### config.mk
export PLATFORM = sky130hd
export DESIGN_NAME = mat_mult_operand_streamer_flat
export DESIGN_NICKNAME = d
export VERILOG_FILES = /design/src/rtl/mat_mult_operand_streamer_if.sv /design/src/rtl/mat_mult_operand_streamer.sv /design/src/flat_wrapper.sv
export SDC_FILE = /design/constraint.sdc
export NUM_CORES = 1
export LEC_CHECK = 0
export BUFFER_PORTS_ARGS = -buffer_cell sky130_fd_sc_hd__buf_2
export CORE_MARGIN = 2
export CORE_UTILIZATION = 45
export DETAILED_ROUTE_END_ITERATION = 8
export GPL_TIMING_DRIVEN = 1
export PLACE_DENSITY = 0.7
export SLEW_MARGIN = 5
export SYNTH_ARGS = -nofsm -noshare
export SYNTH_HDL_FRONTEND = slang
export SYNTH_SLANG_ARGS = --single-unit
### constraint.sdc
create_clock -name clk -period 5.8 [get_ports clk]
set_input_delay 0.29 -clock clk [delete_from_list [all_inputs] [get_ports clk]]
set_output_delay 0.29 -clock clk [all_outputs]
set_load 0.05 [all_outputs]
### src/rtl/mat_mult_operand_streamer_if.sv
// Operand-streamer <-> systolic array handshake bundle.
// Signal names match the array's own ports so a slave-side adapter can
// connect them by name. Each a_in/b_in lane is an 8-bit two's-complement value;
// lane j occupies bits [8*j +: 8].
interface mat_mult_operand_streamer_if;
    logic             ready;
    logic             start;
    logic             done;
    logic             a_valid;
    logic             a_ready;
    logic [7:0][7:0]  a_in;
    logic             b_valid;
    logic             b_ready;
    logic [7:0][7:0]  b_in;

    modport master (
        input  ready,
        input  done,
        input  a_ready,
        input  b_ready,
        output start,
        output a_valid,
        output a_in,
        output b_valid,
        output b_in
    );

    modport slave (
        output ready,
        output done,
        output a_ready,
        output b_ready,
        input  start,
        input  a_valid,
        input  a_in,
        input  b_valid,
        input  b_in
    );
endinterface

### src/rtl/mat_mult_operand_streamer.sv
// Buffers two 8x8 signed-byte operand matrices (A, B) and streams them to a
// systolic array as eight 8-lane beats per operand.
//
// Beat k carries column k of A (a_in[j] = A[j][k]). For B, the default build
// carries column k (b_in[j] = B[j][k]); defining STREAMER_TRANSPOSE_B_EN
// switches B to row k (b_in[j] = B[k][j]).
//
// State        | meaning
// -------------+------------------------------------------------------
// ST_IDLE      | waiting for go with array ready; buffers writable
// ST_START     | one-cycle start pulse to the array
// ST_STREAM    | A and B beats flowing, each under its own valid/ready
// ST_WAIT_DONE | all 16 beats sent, waiting for the array's done
module mat_mult_operand_streamer (
    input  logic                               clk,
    input  logic                               rst,
    input  logic                               wr_en,
    input  logic                               wr_sel,
    input  logic [5:0]                         wr_addr,
    input  logic signed [7:0]                  wr_data,
    output logic                               wr_err,
    input  logic                               go,
    output logic                               busy,
    output logic                               job_done,
    mat_mult_operand_streamer_if.master        arr
);

    typedef enum logic [1:0] {
        ST_IDLE      = 2'd0,
        ST_START     = 2'd1,
        ST_STREAM    = 2'd2,
        ST_WAIT_DONE = 2'd3
    } state_t;

    state_t          state_q, state_d;
    logic            a_valid_q, a_valid_d;
    logic            b_valid_q, b_valid_d;
    logic [2:0]      a_k_q, a_k_d;
    logic [2:0]      b_k_q, b_k_d;
    logic            job_done_q, job_done_d;
    logic            wr_err_q, wr_err_d;

    logic            start_c;
    logic            busy_c;
    logic            wr_accept;
    logic [7:0][7:0] a_lanes;
    logic [7:0][7:0] b_lanes;

    // Operand buffers, indexed row*8 + col; deliberately not reset so a job
    // after reset reuses what was loaded before it.
    logic signed [7:0] a_mem_q [64];
    logic signed [7:0] b_mem_q [64];

    assign busy_c    = (state_q != ST_IDLE);
    assign wr_accept = wr_en && !busy_c;

    // Buffer write port: only accepted while no job owns the buffers.
    always_ff @(posedge clk) begin
        if (wr_accept && !wr_sel) begin
            a_mem_q[wr_addr] <= wr_data;
        end
        if (wr_accept && wr_sel) begin
            b_mem_q[wr_addr] <= wr_data;
        end
    end

    // Next-state, beat counters and pulse outputs.
    always_comb begin
        state_d    = state_q;
        a_valid_d  = a_valid_q;
        b_valid_d  = b_valid_q;
        a_k_d      = a_k_q;
        b_k_d      = b_k_q;
        job_done_d = 1'b0;
        wr_err_d   = wr_en && busy_c;
        start_c    = 1'b0;

        case (state_q)
            ST_IDLE: begin
                // job_done_q blocks a go that arrives alongside the completion
                // pulse, so the array sees a clean gap between jobs.
                if (go && arr.ready && !job_done_q) begin
                    state_d = ST_START;
                end
            end

            ST_START: begin
                start_c   = 1'b1;
                state_d   = ST_STREAM;
                a_valid_d = 1'b1;
                b_valid_d = 1'b1;
                a_k_d     = 3'd0;
                b_k_d     = 3'd0;
            end

            ST_STREAM: begin
                if (a_valid_q && arr.a_ready) begin
                    a_k_d = a_k_q + 3'd1;
                    if (a_k_q == 3'd7) begin
                        a_valid_d = 1'b0;
                    end
                end
                if (b_valid_q && arr.b_ready) begin
                    b_k_d = b_k_q + 3'd1;
                    if (b_k_q == 3'd7) begin
                        b_valid_d = 1'b0;
                    end
                end
                // A stream with valid low inside STREAM has already sent beat 7.
                if (!a_valid_d && !b_valid_d) begin
                    state_d = ST_WAIT_DONE;
                end
            end

            ST_WAIT_DONE: begin
                if (arr.done) begin
                    state_d    = ST_IDLE;
                    job_done_d = 1'b1;
                end
            end

            default: begin
                state_d = ST_IDLE;
            end
        endcase
    end

    // State and handshake registers with synchronous reset.
    always_ff @(posedge clk) begin
        if (rst) begin
            state_q    <= ST_IDLE;
            a_valid_q  <= 1'b0;
            b_valid_q  <= 1'b0;
            a_k_q      <= 3'd0;
            b_k_q      <= 3'd0;
            job_done_q <= 1'b0;
            wr_err_q   <= 1'b0;
        end else begin
            state_q    <= state_d;
            a_valid_q  <= a_valid_d;
            b_valid_q  <= b_valid_d;
            a_k_q      <= a_k_d;
            b_k_q      <= b_k_d;
            job_done_q <= job_done_d;
            wr_err_q   <= wr_err_d;
        end
    end

    // Beat data: read straight from the buffers at the current beat index,
    // zeroed whenever the stream is not presenting a beat. The index only moves
    // on a transfer, so data holds while stalled.
    always_comb begin
        a_lanes = '0;
        b_lanes = '0;
        for (int j = 0; j < 8; j++) begin
            if (a_valid_q) begin
                a_lanes[j] = a_mem_q[{3'(j), a_k_q}];
            end
            if (b_valid_q) begin
`ifdef STREAMER_TRANSPOSE_B_EN
                b_lanes[j] = b_mem_q[{b_k_q, 3'(j)}];
`else
                b_lanes[j] = b_mem_q[{3'(j), b_k_q}];
`endif
            end
        end
    end

    assign arr.start   = start_c;
    assign arr.a_valid = a_valid_q;
    assign arr.b_valid = b_valid_q;
    assign arr.a_in    = a_lanes;
    assign arr.b_in    = b_lanes;
    assign busy        = busy_c;
    assign job_done    = job_done_q;
    assign wr_err      = wr_err_q;

endmodule

### src/flat_wrapper.sv
// flat-port wrapper written by rule: the top's interface ports become plain ports
module mat_mult_operand_streamer_flat 
  (clk, rst, wr_en, wr_sel, wr_addr, wr_data, wr_err, go, busy, job_done, arr_ready, arr_done, arr_a_ready, arr_b_ready, arr_start, arr_a_valid, arr_a_in, arr_b_valid, arr_b_in);
  mat_mult_operand_streamer_if arr_i ();
  input  logic clk;
  input  logic rst;
  input  logic wr_en;
  input  logic wr_sel;
  input  logic [5:0] wr_addr;
  input  logic signed [7:0] wr_data;
  output logic wr_err;
  input  logic go;
  output logic busy;
  output logic job_done;
  input wire logic [$bits(arr_i.ready)-1:0] arr_ready;
  input wire logic [$bits(arr_i.done)-1:0] arr_done;
  input wire logic [$bits(arr_i.a_ready)-1:0] arr_a_ready;
  input wire logic [$bits(arr_i.b_ready)-1:0] arr_b_ready;
  output wire logic [$bits(arr_i.start)-1:0] arr_start;
  output wire logic [$bits(arr_i.a_valid)-1:0] arr_a_valid;
  output wire logic [$bits(arr_i.a_in)-1:0] arr_a_in;
  output wire logic [$bits(arr_i.b_valid)-1:0] arr_b_valid;
  output wire logic [$bits(arr_i.b_in)-1:0] arr_b_in;
  assign arr_i.ready = arr_ready;
  assign arr_i.done = arr_done;
  assign arr_i.a_ready = arr_a_ready;
  assign arr_i.b_ready = arr_b_ready;
  assign arr_start = arr_i.start;
  assign arr_a_valid = arr_i.a_valid;
  assign arr_a_in = arr_i.a_in;
  assign arr_b_valid = arr_i.b_valid;
  assign arr_b_in = arr_i.b_in;
  mat_mult_operand_streamer u_core (.clk(clk), .rst(rst), .wr_en(wr_en), .wr_sel(wr_sel), .wr_addr(wr_addr), .wr_data(wr_data), .wr_err(wr_err), .go(go), .busy(busy), .job_done(job_done), .arr(arr_i));
endmodule
==> results.ini, run 1 <==
[synth]
synth_cell_types = 30
synth_edf_count = 1024
ys_warn_count = 0
ys_ff_latch = 1042
synth.top_cell.area_share = 0.770
synth_nets = 1783
synth_most_common_cell = edfxtp_1
syn_area_um2 = 40000
synthCells = 1751
synth.largest_area_cell = edfxtp_1
syn_area_per_cell_um2 = 22.8
async_flop_share = 0
yosys-top-cells-count = edfxtp_1, mux4_2, nor2_1, a22o_1, mux4_1
ys.flop_type = edfxtp_1
synth_area_leaders = edfxtp_1, mux4_2, mux4_1
yosysSeqAreaShare = 0.779

[cells_and_area]
fin_util = 0.511
drive_gt1_frac = 0.267
nets = 1975
design_area_um2 = 45100
syn_to_final_growth_pct = 12.8
instances_no_fill = 3192

[status]
outcome = finished clean

[power]
powerDensity_nw_per_um2 = 378
leakagePower_nw = 14.1
vdd_drop_max_mv = 0.214

[placement]
placedCellCount = 2996
numPortBuffers = 156
postPlaceCellArea_um2 = 41700
dp_hpwl_mm = 49.9
place_congestion = 0.739

[worst_setup_path]
critPathKind = register to output port
crit_arrival_ns = 3.37
critPathLaunchType = register
critical_path.top_delay_family = flip-flops
cpPeakStageDelay_ns = 0.99
worst_path_max_delay_cell = dfxtp_4
cp_cell_sequence = buf_4, mux4_2, a22o_1, buf_2
path_buf_inv = 2
end_kind = output port
cp_max_fo = 50
critPathRequiredTime_ns = 5.51

[detailed_routing]
drt_pass1_iterations = 7
viasPerCell = 5.79
wl_per_cell_um = 27.5
route.detailed.drc = 0
vias = 18500
drtIter0Drc = 1943
drtAntennaViolNets = 0
totalWireLength_mm = 87.6

[sta]
slew_violations = 0
rsz0062_at_grt = false
max-slew-margin-rel = 0.258
tns_ns = 0
fmax_ghz = 0.273
fin_crit_sh = 0.631
period_minus_slack_ns = 3.66
worst_pin_slew_ns = 1.11
final-setup-viol-count = 0
final.setup_skew_ns = 0.0197
finalHoldViolCount = 0

[flow_run]
cap_violations = 0

[floorplan]
die_x_um = 302
core_area_um2 = 88200
die_h_um = 302
start_util = 0.453
pin_count = 157
row_count = 109
floorplan.die_area_um2 = 91200

[clocking]
hold_buffers = 8
clk_latency_ns = 0.66
clkTransAtPathRegs_ns = 0.06
cts_resized = 0
h-tree-depth = 3
cts_sinks = 1042
postCtsSetupRepairBufs = 0
cts_tree = done
cts_buffer_depth = 3
root_buffer = clkbuf_16
cts_buffers = 102

[global_route]
grt_overflow = 0
track_usage = 0.193
grt_max_degree = 90
grt_pass1_wl_mm = 127
grt_pass1_vias = 19200
antenna_found_initial = 7

[worst_hold_path]
hold_class = primary input to register

-- logic make-up (layout without fill, tap and decap cells) --
| logic type | after synthesis | in the layout | synth area share |
|---|---|---|---|
| DFF | 1042 | 1042 | 0.779 |
| muxes | 256 | 256 | 0.149 |
| and+or+nand+nor | 201 | 201 | 0.0214 |
| AOI/OAI and AO/OA | 140 | 140 | 0.0297 |
| buffers and inverters | 103 | 377 | 0.0185 |
| adders and majority gates | 9 | 9 | 0.00282 |
| other | 0 | 2 | 0 |
-- where the power goes --
group	leakage [nW]	total, mW	switching, mW	internal [mW]
Combinational	3.18	2.22	1.70	0.523
Sequential	9.35	8.35	0.0432	8.31
Clock	1.58	6.45	2.73	3.72
Total	14.1	17.0	4.47	12.6
-- sequential cells by signal (all words and copies together), names as in the netlist, named ones only --
name	count
u_core.a_k_q	3
u_core.a_mem_q	512
u_core.arr.a_valid	1
u_core.arr.b_valid	1
u_core.b_k_q	3
u_core.b_mem_q	512
u_core.job_done	1
u_core.state_q	2
u_core.wr_err	1
-- cell usage in the layout, fill, tap and decap left out, types with 10 or more instances in the layout --
cell       instances
edfxtp_1        1024
mux4_2           206
buf_2            148
nor2_1           138
a22o_1           128
clkbuf_16        106
mux4_1            50
buf_4             30
clkinv_1          28
nand2_1           18
nand3_1           16
clkbuf_1          16
clkinv_2          15
dfxtp_1           14
a21oi_1           10
-- worst register-to-register path, cell delays in order, from the launching register on --
cell     delay [ns]
dfxtp_1        0.33
inv_1          0.12
ha_1           0.37
nand2_1        0.13
nor2_1         0.30
nand2_1        0.36
nor2_1         0.94
-- routing by layer --
metal,wire [um],up-vias,global-route usage,part of all wire
li1,-,7835,-,-
met1,35200,9820,0.259,0.40
met2,43700,684,0.317,0.50
met3,6460,135,0.0437,0.074
met4,2280,8,0.0631,0.026
met5,48,-,0,0.00055
-- area by class of cell --
cell class	instances	area [um^2]
clock inverter	64	553
sequential	1042	31100
fill	6755	43200
antenna	2	5.00
inverter	3	11.3
tap	1165	1460
clock buffer	122	2710
multi-input combinational	606	8130
timing repair buffer	188	1090
-- worst paths after layout --
path / start / end / slack (ns) / cells after the start
max reg2reg: u_core.state_q[1] / u_core.a_mem_q[39][1] / 2.85 / 6
min reg2reg: u_core.a_k_q[0] / register / 0.51 / 2
max: register / arr_a_in[17] / 2.14 / 4
min: go / u_core.state_q[1] / 0.09 / 5
-- per-stage QoR --
| step | power, mW | setup WS (ns) | hold slack (ns) |
|---|---|---|---|
| detailed placement | 10.7 | 2.73 | 0.494 |
| global placement | 10.7 | 2.73 | 0.467 |
| finish | 17.0 | 2.14 | 0.0887 |
| floorplan | 10.1 | 3.58 | 0.389 |
| global route | 17.5 | 1.90 | 0.104 |
| CTS | 17.2 | 2.01 | 0.0651 |
Note: power is estimated with default switching activity, not from simulation.
==> inputs of run 2 (changes only) <==
PLACE_DENSITY = 0.72   (was 0.7)
clock period = 3 ns   (was 5.8 ns; I/O delays follow)
==> results.ini, run 2 (synthesis gave the netlist of run 1 again) <==
[sta]
finalHoldViolCount = 0
tns_ns = 0
slew_violations = 0
fin_crit_sh = 0.953
final-setup-viol-count = 0
final.setup_skew_ns = 0.0181
worst_pin_slew_ns = 0.919
fmax_ghz = 0.350
rsz0062_at_grt = false
period_minus_slack_ns = 2.86
max-slew-margin-rel = 0.387

[cells_and_area]
final_cell_mix = edfxtp_1, mux4_2, buf_2
num_antenna_cells = 0
final_common_cell = edfxtp_1
fill_cells = 6641
instances_no_fill = 3314
multi_input_area_um2 = 8130
fin_util = 0.522
nets = 2104
drive_gt1_frac = 0.312
register_area_um2 = 31100
syn_to_final_growth_pct = 15.3
reg_top3 = u_core.a_mem_q (512), u_core.b_mem_q (512)
design_area_um2 = 46100

[detailed_routing]
drtIter0Drc = 2101
vias = 19100
viasPerCell = 5.76
drtAntennaViolNets = 0
wl_per_cell_um = 26.5
route.detailed.drc = 0
totalWireLength_mm = 87.7
drt_pass1_iterations = 5

[floorplan]
floorplan.die_area_um2 = 91200
pin_count = 157
die_h_um = 302
core_area_um2 = 88200
row_count = 109
start_util = 0.453
die_x_um = 302

[placement]
place_congestion = 0.780
placedCellCount = 3128
dp_hpwl_mm = 52.2
postPlaceCellArea_um2 = 42900
numPortBuffers = 156

[clocking]
cts_tree = done
cts_sinks = 1042
clkTransAtPathRegs_ns = 0.06
h-tree-depth = 3
cts_buffers = 95
clk_latency_ns = 0.64
cts_buffer_depth = 3
postCtsSetupRepairBufs = 0
root_buffer = clkbuf_16

[worst_setup_path]
cp_cell_sequence = buf_12, mux4_2, a22o_1, buf_2
critPathKind = register to output port
worst_r2r_path_depth = 6
end_kind = output port
ff2ff_setup_slack_ns = 0.32
cp_max_fo = 42
worst_path_max_delay_cell = dfxtp_4
crit_arrival_ns = 2.71
r2r_end = u_core.a_mem_q[48][4]
critPathLaunchType = register
cpPeakStageDelay_ns = 0.56
rr_startpoint = u_core.state_q[0]
critPathRequiredTime_ns = 2.85

[power]
switchingPower_mw = 8.53
pwr-share-comb = 0.139
clkPwrFrac = 0.362
internal-power_mw = 23.8
seqPwrFrac = 0.498
leakagePower_nw = 14.8
powerDensity_nw_per_um2 = 702
vdd_drop_max_mv = 0.553
p_sw_frac = 0.264

[global_route]
use_met3 = 0.0377
grt_max_degree = 96
grt_overflow = 0
gr-usage-met1 = 0.269
grt_pass1_wl_mm = 129
grt-busiest-layer = met2
met2_usage = 0.313
grt_pass1_vias = 19800
antenna_found_initial = 6
track_usage = 0.193

[worst_hold_path]
hold-path-cell-count = 1
min_from = wr_data[3]
hold_class = primary input to register
min_to = u_core.a_mem_q[47][3]

[status]
outcome = finished clean

[flow_run]
cap_violations = 0

run 2: timing repair:
action / CTS / global route
hold buffers: 12 / 0
hold endpoints to repair: 83 / 0
resized for setup: 0 / 1
setup endpoints to repair: 0 / 1
run 2: worst max-delay path: cells and delay by family (launching register included):
family | cells | cell delay, ns
buf+inv | 2 | 0.57
compound gates | 1 | 0.33
mux | 1 | 0.56
flops | 1 | 0.56
run 2: worst max-delay path by stage:
stage          slack, ns  cells after the start                from                     to
4_1_cts             0.04                      4            register            arr_b_in[5]
3_3_place_gp        0.54                      6   u_core.state_q[1]  u_core.a_mem_q[49][0]
5_1_grt             0.01                      4            register           arr_b_in[33]
3_5_place_dp        0.35                      6   u_core.state_q[1]  u_core.a_mem_q[49][2]
6_report            0.14                      4            register           arr_b_in[38]
2_1_floorplan       0.92                      4  u_core.arr.a_valid           arr_a_in[52]
run 2: metal layers:
metal | share of wire | vias to the layer above | wire (um)
met5 | 0.00065 | - | 57
met4 | 0.021 | 10 | 1870
met3 | 0.072 | 123 | 6290
met2 | 0.50 | 785 | 43500
met1 | 0.41 | 10100 | 36000
li1 | - | 8089 | -
run 2: stage by stage:
step | total power, mW | setup slack [ns] | hold WS, ns
after floorplan | 19.5 | 0.916 | 0.249
after global placement | 20.9 | 0.540 | 0.397
after detailed placement | 21.0 | 0.354 | 0.397
after CTS | 32.6 | 0.0355 | 0.0300
after global routing | 33.3 | 0.0116 | 0.0532
final | 32.4 | 0.140 | 0.0504
run 2: final cells by class:
cell class              instances  area share
inverters                       3    0.000244
repair buffers                324      0.0510
clock buffers                 118      0.0553
clock inverters                56      0.0103
multi-input cells             606       0.176
well taps                    1165      0.0316
flip-flops and latches       1042       0.675
run 2: power by group through the flow:
stage                     Sequential (mW)  Combinational [mW]  Clock, mW
final                                16.1                4.51       11.7
after global routing                 16.1                4.71       12.5
after CTS                            16.1                4.57       11.9
after detailed placement             16.4                4.53          0
after global placement               16.4                4.49          0
after floorplan                      16.5                2.99          0
==> inputs of run 3 (changes only) <==
CORE_MARGIN = 4   (was 2)
SETUP_SLACK_MARGIN = 0.2   (was default)
==> results.ini, run 3 (synthesis gave the netlist of run 1 again) <==
[clocking]
cts_tree = done
h-tree-depth = 3
cts_buffer_depth = 3
cts_buffers = 99
clkTransAtPathRegs_ns = 0.06
cts_sinks = 1042
clk_latency_ns = 0.64
root_buffer = clkbuf_16

[power]
powerDensity_nw_per_um2 = 709
vdd_drop_max_mv = 0.427
p_sw_frac = 0.259
pwr-share-comb = 0.136
internal-power_mw = 24.4
seqPwrFrac = 0.489
switchingPower_mw = 8.55
clkPwrFrac = 0.375
leakagePower_nw = 15.0

[cells_and_area]
drive_gt1_frac = 0.318
nets = 2112
reg_top3 = u_core.a_mem_q (512), u_core.b_mem_q (512)
syn_to_final_growth_pct = 16.3
final_cell_mix = edfxtp_1, mux4_2, buf_2
final_common_cell = edfxtp_1
fin_util = 0.526
instances_no_fill = 3323
fill_cells = 6593

[global_route]
grt_pass1_vias = 19800
grt_max_degree = 91
grt_overflow = 0
track_usage = 0.190
grt_pass1_wl_mm = 132
antenna_found_initial = 6

[worst_setup_path]
cp_max_fo = 18
critical_path.top_delay_family = buffers and inverters
cpPeakStageDelay_ns = 0.56
worst_path_max_delay_cell = mux4_2
critPathRequiredTime_ns = 2.85
end_kind = output port
critPathLaunchType = register
critPathKind = register to output port
path_buf_inv = 3
crit_arrival_ns = 2.57
cp_cell_sequence = buf_12, bufbuf_16, mux4_2, a22o_1, buf_2

[detailed_routing]
vias = 19100
totalWireLength_mm = 89.3
wl_per_cell_um = 26.9
drtIter0Drc = 2013
route.detailed.drc = 0
drt_pass1_iterations = 5
drtAntennaViolNets = 0
viasPerCell = 5.76

[placement]
numPortBuffers = 156
place_congestion = 0.777
placedCellCount = 3122
dp_hpwl_mm = 52.3

[sta]
fmax_ghz = 0.367
tns_ns = 0
final-setup-viol-count = 0
final.setup_skew_ns = 0.00990
period_minus_slack_ns = 2.72
hold-worst-slack_ns = 0.0183
worst_pin_slew_ns = 1.13
max-slew-margin-rel = 0.244
slew_violations = 0
fin_crit_sh = 0.908
finalHoldViolCount = 0
rsz0062_at_grt = false

[flow_run]
cap_violations = 0

[floorplan]
die_h_um = 306
start_util = 0.453
core_area_um2 = 88200
pin_count = 157
row_count = 109
floorplan.die_area_um2 = 93600
die_x_um = 306

[status]
outcome = finished clean

[worst_hold_path]
hold_class = primary input to register

[run 3: layout make-up]
cell class	instances	area, um^2	share of cell area
clock buffers	121	2670	0.0574
repair buffers	328	2510	0.0541
inverters	3	11.3	0.000242
flip-flops and latches	1042	31100	0.670
well taps	1165	1460	0.0314
clock inverters	55	557	0.0120
multi-input cells	606	8120	0.175
diodes	3	7.51	0.000162
[run 3: final timing paths]
path | from | cells past startpoint | end | slack, ns
worst max register to register | u_core.state_q[1] | 6 | u_core.b_mem_q[32][1] | 0.43
worst max-delay path | register | 5 | arr_a_in[27] | 0.28
worst min register to register | u_core.a_k_q[2] | 2 | register | 0.49
worst min-delay path | wr_data[3] | 1 | u_core.a_mem_q[43][3] | 0.02
[run 3: repair_timing]
action	4_1_cts	5_1_grt
setup buffers	8	0
setup endpoints to repair	101	7
gates resized for setup	7	2
hold endpoints to repair	18	0
hold buffers	9	0
gates cloned	3	2
[run 3: layer usage]
metal / share of wire / vias up / GRT usage / routed length [um]
met5: 0.00053 / - / 0 / 47
met4: 0.027 / 6 / 0.0614 / 2370
met3: 0.068 / 137 / 0.0334 / 6090
met2: 0.50 / 767 / 0.312 / 44600
met1: 0.41 / 10100 / 0.263 / 36200
li1: - / 8109 / - / -
[run 3: worst register-to-register path, stage by stage (launching register included)]
cell	delay, ns
dfxtp_1	0.33
inv_1	0.13
ha_1	0.37
nand2_1	0.13
nor2_1	0.25
nand2_1	0.29
nor2_1	0.69
[run 3: per-stage QoR]
stage	setup slack [ns]	cell area, um^2	power, mW
floorplan	0.916	40000	19.5
global placement	0.596	42900	20.8
detailed placement	0.457	42900	20.9
CTS	0.208	46400	33.2
global route	0.199	46400	34.1
finish	0.276	46500	33.0
[run 3: power by group through the flow]
stage / Sequential (mW) / Clock [mW] / Combinational [mW]
after global routing: 16.1 / 13.2 / 4.69
after floorplan: 16.5 / 0 / 2.99
after global placement: 16.4 / 0 / 4.42
after detailed placement: 16.4 / 0 / 4.46
after CTS: 16.1 / 12.6 / 4.54
final: 16.1 / 12.4 / 4.48
